--- config.mk ---
export PLATFORM = sky130hd
export DESIGN_NAME = control_unit
export DESIGN_NICKNAME = d
export VERILOG_FILES = /design/src/rtl/control_unit.sv
export SDC_FILE = /design/constraint.sdc
export NUM_CORES = 1
export LEC_CHECK = 0
export CAP_MARGIN = 25
export CORE_ASPECT_RATIO = 1.4
export CORE_UTILIZATION = 55
export CTS_CLUSTER_DIAMETER = 60
export DETAILED_ROUTE_END_ITERATION = 8
export GPL_TIMING_DRIVEN = 0
export PLACE_DENSITY = 0.93
export SLEW_MARGIN = 15
export SYNTH_ARGS = -nofsm -noshare
export SYNTH_HDL_FRONTEND = slang
export SYNTH_SLANG_ARGS = --single-unit
--- constraint.sdc ---
create_clock -name Clock -period 4.4 [get_ports Clock]
set_clock_uncertainty 0.1 [all_clocks]
set_input_delay 0.44 -clock Clock [delete_from_list [all_inputs] [get_ports Clock]]
set_output_delay 0.44 -clock Clock [all_outputs]
set_load 0.05 [all_outputs]
--- src/rtl/control_unit.sv ---
`default_nettype none
// ============================================================================
// Module   : control_unit
// Brief    : Hardwired Moore sequencer driving the CPU datapath control strobes.
// Revision : 1.0 - initial release
// ============================================================================
module control_unit #(
  parameter bit HALT_ON_UNDEF = 1'b0
) (
  input  logic       Clock,
  input  logic       Clear,
  input  logic       Stop,
  input  logic [4:0] opcode,
  input  logic       CON_FF,
  output logic       PCout,
  output logic       PCin,
  output logic       IncPC,
  output logic       MARin,
  output logic       MDRin,
  output logic       MDRout,
  output logic       Read,
  output logic       RAMin,
  output logic       IRin,
  output logic       Yin,
  output logic       ZLowIn,
  output logic       ZHighIn,
  output logic       ZLowout,
  output logic       ZHighout,
  output logic       HIin,
  output logic       LOin,
  output logic       HIout,
  output logic       LOout,
  output logic       GRA,
  output logic       GRB,
  output logic       GRC,
  output logic       BAout,
  output logic       Rin,
  output logic       Rout,
  output logic       Cout,
  output logic       CONin,
  output logic       InPortOut,
  output logic       OutPortIn,
  output logic       Run
);

  typedef enum logic [3:0] {
    S_RST, S_F0, S_F1, S_F2, S_DEC, S_T3, S_T4, S_T5, S_T6, S_T7, S_HALT
  } state_t;

  typedef enum logic [3:0] {
    C_NONE, C_LD, C_LDI, C_ST, C_ALU, C_ALUI, C_BR,
    C_JR, C_IN, C_OUT, C_MFHI, C_MFLO
  } iclass_t;

  localparam int NSTB        = 29;
  localparam int B_PCOUT     = 0;
  localparam int B_PCIN      = 1;
  localparam int B_INCPC     = 2;
  localparam int B_MARIN     = 3;
  localparam int B_MDRIN     = 4;
  localparam int B_MDROUT    = 5;
  localparam int B_READ      = 6;
  localparam int B_RAMIN     = 7;
  localparam int B_IRIN      = 8;
  localparam int B_YIN       = 9;
  localparam int B_ZLOWIN    = 10;
  localparam int B_ZHIGHIN   = 11;
  localparam int B_ZLOWOUT   = 12;
  localparam int B_ZHIGHOUT  = 13;
  localparam int B_HIIN      = 14;
  localparam int B_LOIN      = 15;
  localparam int B_HIOUT     = 16;
  localparam int B_LOOUT     = 17;
  localparam int B_GRA       = 18;
  localparam int B_GRB       = 19;
  localparam int B_GRC       = 20;
  localparam int B_BAOUT     = 21;
  localparam int B_RIN       = 22;
  localparam int B_ROUT      = 23;
  localparam int B_COUT      = 24;
  localparam int B_CONIN     = 25;
  localparam int B_INPORTOUT = 26;
  localparam int B_OUTPORTIN = 27;
  localparam int B_RUN       = 28;

  state_t            state_q, state_d;
  iclass_t           class_q, class_d;
  logic [NSTB-1:0]   stb_q, stb_d;
  iclass_t           dec_class;
  logic              dec_halt;
  logic              last;

  always_comb begin
    dec_class = C_NONE;
    dec_halt  = 1'b0;
    case (opcode)
      5'b00000:                     dec_class = C_LD;
      5'b00001:                     dec_class = C_LDI;
      5'b00010:                     dec_class = C_ST;
      5'b00011, 5'b00100,
      5'b00101, 5'b00110:           dec_class = C_ALU;
      5'b01100, 5'b01101, 5'b01110: dec_class = C_ALUI;
      5'b10010:                     dec_class = C_BR;
      5'b10011:                     dec_class = C_JR;
      5'b10110:                     dec_class = C_IN;
      5'b10111:                     dec_class = C_OUT;
      5'b11000:                     dec_class = C_MFHI;
      5'b11001:                     dec_class = C_MFLO;
      5'b11010:                     dec_class = C_NONE;
      5'b11011:                     dec_halt  = 1'b1;
      default:                      dec_halt  = HALT_ON_UNDEF;
    endcase
  end

  // Final T-state of each class; only there may Stop divert to HALT.
  always_comb begin
    case (class_q)
      C_LD, C_ST:           last = (state_q == S_T7);
      C_BR:                 last = (state_q == S_T6);
      C_LDI, C_ALU, C_ALUI: last = (state_q == S_T5);
      default:              last = (state_q == S_T3);
    endcase
  end

  always_comb begin
    state_d = state_q;
    class_d = class_q;
    case (state_q)
      S_RST:  state_d = S_F0;
      S_F0:   state_d = S_F1;
      S_F1:   state_d = S_F2;
      S_F2:   state_d = S_DEC;
      S_DEC: begin
        class_d = dec_class;
        if (dec_halt)                 state_d = S_HALT;
        else if (dec_class == C_NONE) state_d = S_F0;
        else                          state_d = S_T3;
      end
      S_HALT: state_d = S_HALT;
      default: begin
        if (last) begin
          state_d = Stop ? S_HALT : S_F0;
        end else begin
          case (state_q)
            S_T3:    state_d = S_T4;
            S_T4:    state_d = S_T5;
            S_T5:    state_d = S_T6;
            S_T6:    state_d = S_T7;
            default: state_d = S_F0;
          endcase
        end
      end
    endcase
  end

  // Strobes are decoded from the state being entered so they appear registered
  // in that state; CON_FF is already stable by the edge into br T6.
  always_comb begin
    stb_d        = '0;
    stb_d[B_RUN] = (state_d != S_RST) && (state_d != S_HALT);
    case (state_d)
      S_F0: begin
        stb_d[B_PCOUT] = 1'b1; stb_d[B_MARIN] = 1'b1;
        stb_d[B_INCPC] = 1'b1; stb_d[B_ZLOWIN] = 1'b1;
      end
      S_F1: begin
        stb_d[B_ZLOWOUT] = 1'b1; stb_d[B_PCIN] = 1'b1;
        stb_d[B_READ]    = 1'b1; stb_d[B_MDRIN] = 1'b1;
      end
      S_F2: begin
        stb_d[B_MDROUT] = 1'b1; stb_d[B_IRIN] = 1'b1;
      end
      S_T3: begin
        case (class_d)
          C_LD, C_LDI, C_ST: begin
            stb_d[B_GRB] = 1'b1; stb_d[B_BAOUT] = 1'b1; stb_d[B_YIN] = 1'b1;
          end
          C_ALU, C_ALUI: begin
            stb_d[B_GRB] = 1'b1; stb_d[B_ROUT] = 1'b1; stb_d[B_YIN] = 1'b1;
          end
          C_BR: begin
            stb_d[B_GRA] = 1'b1; stb_d[B_ROUT] = 1'b1; stb_d[B_CONIN] = 1'b1;
          end
          C_JR: begin
            stb_d[B_GRA] = 1'b1; stb_d[B_ROUT] = 1'b1; stb_d[B_PCIN] = 1'b1;
          end
          C_IN: begin
            stb_d[B_INPORTOUT] = 1'b1; stb_d[B_GRA] = 1'b1; stb_d[B_RIN] = 1'b1;
          end
          C_OUT: begin
            stb_d[B_GRA] = 1'b1; stb_d[B_ROUT] = 1'b1; stb_d[B_OUTPORTIN] = 1'b1;
          end
          C_MFHI: begin
            stb_d[B_HIOUT] = 1'b1; stb_d[B_GRA] = 1'b1; stb_d[B_RIN] = 1'b1;
          end
          C_MFLO: begin
            stb_d[B_LOOUT] = 1'b1; stb_d[B_GRA] = 1'b1; stb_d[B_RIN] = 1'b1;
          end
          default: ;
        endcase
      end
      S_T4: begin
        case (class_d)
          C_LD, C_LDI, C_ST, C_ALUI: begin
            stb_d[B_COUT] = 1'b1; stb_d[B_ZLOWIN] = 1'b1;
          end
          C_ALU: begin
            stb_d[B_GRC] = 1'b1; stb_d[B_ROUT] = 1'b1; stb_d[B_ZLOWIN] = 1'b1;
          end
          C_BR: begin
            stb_d[B_PCOUT] = 1'b1; stb_d[B_YIN] = 1'b1;
          end
          default: ;
        endcase
      end
      S_T5: begin
        case (class_d)
          C_LD, C_ST: begin
            stb_d[B_ZLOWOUT] = 1'b1; stb_d[B_MARIN] = 1'b1;
          end
          C_LDI, C_ALU, C_ALUI: begin
            stb_d[B_ZLOWOUT] = 1'b1; stb_d[B_GRA] = 1'b1; stb_d[B_RIN] = 1'b1;
          end
          C_BR: begin
            stb_d[B_COUT] = 1'b1; stb_d[B_ZLOWIN] = 1'b1;
          end
          default: ;
        endcase
      end
      S_T6: begin
        case (class_d)
          C_LD: begin
            stb_d[B_READ] = 1'b1; stb_d[B_MDRIN] = 1'b1;
          end
          C_ST: begin
            stb_d[B_GRA] = 1'b1; stb_d[B_ROUT] = 1'b1; stb_d[B_MDRIN] = 1'b1;
          end
          C_BR: begin
            stb_d[B_ZLOWOUT] = CON_FF; stb_d[B_PCIN] = CON_FF;
          end
          default: ;
        endcase
      end
      S_T7: begin
        case (class_d)
          C_LD: begin
            stb_d[B_MDROUT] = 1'b1; stb_d[B_GRA] = 1'b1; stb_d[B_RIN] = 1'b1;
          end
          C_ST:    stb_d[B_RAMIN] = 1'b1;
          default: ;
        endcase
      end
      default: ;
    endcase
  end

  always_ff @(posedge Clock or negedge Clear) begin
    if (!Clear) begin
      state_q <= S_RST;
      class_q <= C_NONE;
      stb_q   <= '0;
    end else begin
      state_q <= state_d;
      class_q <= class_d;
      stb_q   <= stb_d;
    end
  end

  assign PCout     = stb_q[B_PCOUT];
  assign PCin      = stb_q[B_PCIN];
  assign IncPC     = stb_q[B_INCPC];
  assign MARin     = stb_q[B_MARIN];
  assign MDRin     = stb_q[B_MDRIN];
  assign MDRout    = stb_q[B_MDROUT];
  assign Read      = stb_q[B_READ];
  assign RAMin     = stb_q[B_RAMIN];
  assign IRin      = stb_q[B_IRIN];
  assign Yin       = stb_q[B_YIN];
  assign ZLowIn    = stb_q[B_ZLOWIN];
  assign ZHighIn   = stb_q[B_ZHIGHIN];
  assign ZLowout   = stb_q[B_ZLOWOUT];
  assign ZHighout  = stb_q[B_ZHIGHOUT];
  assign HIin      = stb_q[B_HIIN];
  assign LOin      = stb_q[B_LOIN];
  assign HIout     = stb_q[B_HIOUT];
  assign LOout     = stb_q[B_LOOUT];
  assign GRA       = stb_q[B_GRA];
  assign GRB       = stb_q[B_GRB];
  assign GRC       = stb_q[B_GRC];
  assign BAout     = stb_q[B_BAOUT];
  assign Rin       = stb_q[B_RIN];
  assign Rout      = stb_q[B_ROUT];
  assign Cout      = stb_q[B_COUT];
  assign CONin     = stb_q[B_CONIN];
  assign InPortOut = stb_q[B_INPORTOUT];
  assign OutPortIn = stb_q[B_OUTPORTIN];
  assign Run       = stb_q[B_RUN];

endmodule
`default_nettype wire

# Word-level counts from Yosys, hierarchy flattened
# Cells that the tools add are included.
# word_totals
ff_bits,33
mem_bits_rw,0
input_bits,9
n_memories,0
mem_bits_ro,0
word_cells,121
latch_bits,0
out_inout_bits,29
# op_classes
div_mod_pow,0
n_shift,0
n_eq_ne,52
n_reduce_logical,17
n_addsub,0
muxes,49
magnitude_cmp,0
n_bitwise,0
multipliers,0
# op_table
operator,n
"4-bit by 3-bit == test with 1-bit output, second input constant",14
4-bit case mux with 11 select lines,1
"4-bit == test, second input constant",9
"5-bit == test, second input constant",7
"4-bit by 2-bit == test with 1-bit output, second input constant",8
1-bit 2-to-1 mux,25
4-bit case mux with 6 select lines,1
1-bit case mux with 3 select lines,6
"4-bit by 1-bit == test with 1-bit output, second input constant",4
4-bit 2-to-1 mux,4
4-bit case mux with 4 select lines,1
"5-bit by 3-bit == test with 1-bit output, second input constant",3
"5-bit by 4-bit == test with 1-bit output, second input constant",3
3-bit OR reduction,5
1-bit case mux with 2 select lines,7
"5-bit by 2-bit == test with 1-bit output, second input constant",2
5-bit OR reduction,2
4-bit logical NOT,2
4-bit OR reduction,2
3-bit 2-to-1 mux,2
6-bit OR reduction,1
"5-bit by 1-bit == test with 1-bit output, second input constant",1
5-bit logical NOT,1
"4-bit != test, second input constant",1
other kinds (5),6

# Logic depth before layout (Yosys ltp)
# depth
word_depth,9
mapped_depth,8
depth_no_buf,6

# Least setup slack after synthesis
# OpenSTA, ideal clock, no wires.
# synth_timing
kind,input to register
start,in opcode[1]
end,reg stb_q[18]
arrival_ns,2.010
cell_stages,7
setup_ns,0.131
n_path_buf,1
required_time_ns,4.169
setup_slack_ns,2.159
cell_sequence,clkbuf_2 or4b_1 o2111a_1 a211oi_4 a211oi_1 a221oi_1 nand3_1
# synth_via
elab_chain_cells,9
elab_cells_between_ends,48
classes_between,31 x eq/ne; 11 x mux; 6 x reduce/logical
# synth_lines
item,line_no,source
from (decl),13,"input logic [4:0] opcode,"
5-bit by 2-bit == test with 1-bit output (tied with other cells),96,case (opcode)
4-bit OR reduction / 3-bit OR reduction (equally long branches),96,
4-bit case mux with 11 select lines,96,
4-bit logical NOT,136,else if (dec_class == C_NONE) state_d = S_F0;
3-bit 2-to-1 mux,136,
4-bit 2-to-1 mux,135,if (dec_halt) state_d = S_HALT;
4-bit case mux with 6 select lines,128,case (state_q)
4-bit == test / 4-bit by 3-bit == test with 1-bit output (equally long branches),161,case (state_d)
1-bit case mux with 4 select lines *,161,
net stb_d[18],88,"logic [NSTB-1:0] stb_q, stb_d;"
to (signal assigned),265,stb_q <= stb_d;
to (decl),88,
# The timed path passes the listed nets; every way through them passes the cells marked *.

# Worst setup path in the final report
# layout_timing
start,in opcode[3]
end,reg stb_q[10]
# layout_via
elab_cells_between_ends,39
classes_between,25 x eq/ne; 9 x mux; 5 x reduce/logical
# layout_lines
item,line_no,source
5-bit by 2-bit == test with 1-bit output (tied with other cells),96,
4-bit OR reduction / 3-bit OR reduction (equally long branches),96,
4-bit case mux with 11 select lines *,96,
4-bit 2-to-1 mux *,128,
net class_d[3],87,"iclass_t class_q, class_d;"
4-bit by 1-bit == test with 1-bit output (tied with other cells),203,case (class_d)
5-bit OR reduction (no source line),n/a,
1-bit 2-to-1 mux,203,
1-bit case mux with 3 select lines *,161,
net stb_d[10],88,
# Marks and branches as above.

==> summary.txt <==
status: finished clean
worst skew pair latency: 0.29 ns
DR iter-0 viols: 60
Die Y: 71.3 um
Root Driver: clkbuf_8
max-cap violations: 0
Initial Utilization: 59.2%
Hold Vio Cnt, Final: 0
VDD IR-drop max: 0.000356 V
Post-synth EDFFs: 0
Fill cells: 245
DRC viols: 0
post-CTS setup buffers: 0
ratio of cells with drive above 1 in the final layout: 13.1%
worst rel slew slack: 52.4%
most common cell after layout, fill and taps aside: dfrtp_1
Tcrit/Tclk final: 62.2%
Tmin final: 2.74 ns
Lkg Pwr: 1.02 nW
Critical Path AT: 2.84 ns
Syn Inst Count: 192
CTS resizes: 0
Util after Layout: 74.0%
IO Pins: 38
R2R setup slack: 1.84 ns
Crit Path Class: in2reg
multi-input logic area: 956 sq um
Die Area: 0.00367 sq mm
top_reg_cell synth: dfrtp_1
Register Area: 826 sq um
min-delay worst type: in2async
core area: 0.00318 sq mm
asr flop ratio synth: 100%
worst-path fanout max: 10
CTS Buf Count: 5
Max Clk Rate: 0.365 GHz
hold_buf cts: 0
synthesized cell area: 0.00188 sq mm
Detailed Route WL: 4150 um
post-route setup TNS: 0 ns
Tot Pwr: 1.56 mW
final max-slew violation count: 0
pin count of the biggest net entering global routing: 34
Max clock buf depth: 2
Post-DP Area: 0.00227 sq mm
number of diodes: 0
RePlAce Congestion: 0.924
Least-Margin Pin Slew: 0.714 ns
GRT Total Usage: 25.4%
#FFs+latches synth: 33
final instance area: 0.00236 sq mm
Initial DRT Pass Iterations: 4
Port Buffers: 33
count of different cell masters after synthesis: 57
synth top area cells: dfrtp_1, nand2b_1, nand2_1
routed vias: 1638
largest area contributor in the netlist: dfrtp_1
Power Dens Cells: 663 mW/mm^2
DPL Wire Length: 3060 um
initial antenna violation count: 0
die width: 51.5 um
Final #Nets: 244
FP Rows: 24
Avg Cell Area, Syn: 9.81 sq um
wire per inst: 15.1 um
clock sinks: 33
Crit path required time: 4.50 ns
Synth top area share: 43.8%
RSZ-0062 raised after global routing: false
vias per cell: 5.96
DRT antenna net count: 0
grt total ovfl: 0
CTS tree: done
# setup viols final: 0
Worst Setup End Kind: register
first-pass GRT wire length: 6820 um
CTS H-tree lvls: 2
sequential element share of the synthesized area: 43.8%
Ys Warns: 0
most frequent cells in the layout: dfrtp_1, clkdlybuf4s50_1, nand2_1
number of global-route vias before repair: 1450
type of origin of the critical path: input port
Clock transition at path regs: 0.07 ns
area grow syn2layout: 25.0%
power by group:
| part | internal [mW] | switching [mW] | leakage [nW] |
|---|---|---|---|
| Clock | 0.109 | 0.117 | 0.0439 |
| Combinational | 0.320 | 0.558 | 0.542 |
| Sequential | 0.390 | 0.0693 | 0.434 |
| Total | 0.819 | 0.744 | 1.02 |
cells in the mapped netlist, types with 3 or more instances:
cell       n
a211o_1    3
a211oi_1   5
a21oi_1    4
a31oi_1    3
buf_2      3
buf_4      6
clkbuf_1   3
dfrtp_1   33
inv_1      7
nand2_1   14
nand2b_1  12
nand3_1    6
nand3b_1   5
nand4_1    3
nor2_1    12
nor2b_1    7
nor3_1     6
nor3b_1    4
o211ai_1   4
o21ai_0    8
worst max-delay path, stage by stage:
cell and delay [ns]:
clkdlybuf4s50_1 0.46, buf_2 0.18, and3b_1 0.20, o211ai_1 0.40, nand2_1 0.28, nor3b_2 0.30
or3b_1 0.45, o2111ai_1 0.11
area by class of cell:
class	instances	share of cell area [%]
multi-input cells	141	40.6
flip-flops and latches	33	35.1
repair buffers	33	13.8
plain buffers	14	3.72
clock buffers	5	2.92
well taps	39	2.07
inverters	7	1.12
clock inverters	3	0.743
per-stage QoR:
| step | instances | setup slack (ns) | hold WS (ns) |
|---|---|---|---|
| after floorplan | 195 | 2.16 | 0.0444 |
| after global placement | 267 | 1.48 | 0.628 |
| after detailed placement | 267 | 1.44 | 0.422 |
| after CTS | 275 | 1.69 | 0.113 |
| after global routing | 275 | 1.56 | 0.150 |
| final | 275 | 1.66 | 0.0952 |
state kept, by name, summed over array words and instances, names as in the netlist:
name,cells
class_q,4
state_q,4
stb_q,25
worst paths after layout:
check / from / end / cells after the start
setup reg to reg: state_q[0] / stb_q[10] / 6
min in group Clock: Stop / stb_q[28] / 2
max in group asynchronous: Clear / stb_q[20] / 1
hold / removal: Clear / stb_q[18] / 1
setup / recovery: opcode[3] / stb_q[10] / 8
hold reg to reg: state_q[1] / class_q[2] / 3
metal layers:
metal / track usage [%] / part of all wire [%] / vias up / wire (um)
li1: - / - / 777 / -
met1: 31.6 / 40 / 783 / 1670
met2: 41.7 / 53 / 67 / 2210
met3: 4.46 / 4.3 / 11 / 177
met4: 12.9 / 2.4 / 0 / 101
met5: 0 / 0 / - / 0
cell families after synthesis:
family / share of synthesized area [%]
AO/OA/AOI/OAI: 17.8
XOR/XNOR: 0.465
buffers and inverters: 6.04
flip-flops: 43.8
multiplexers: 1.13
other: 0.199
AND/OR/NAND/NOR: 30.5
No activity file was read; power rests on OpenSTA's default activity.
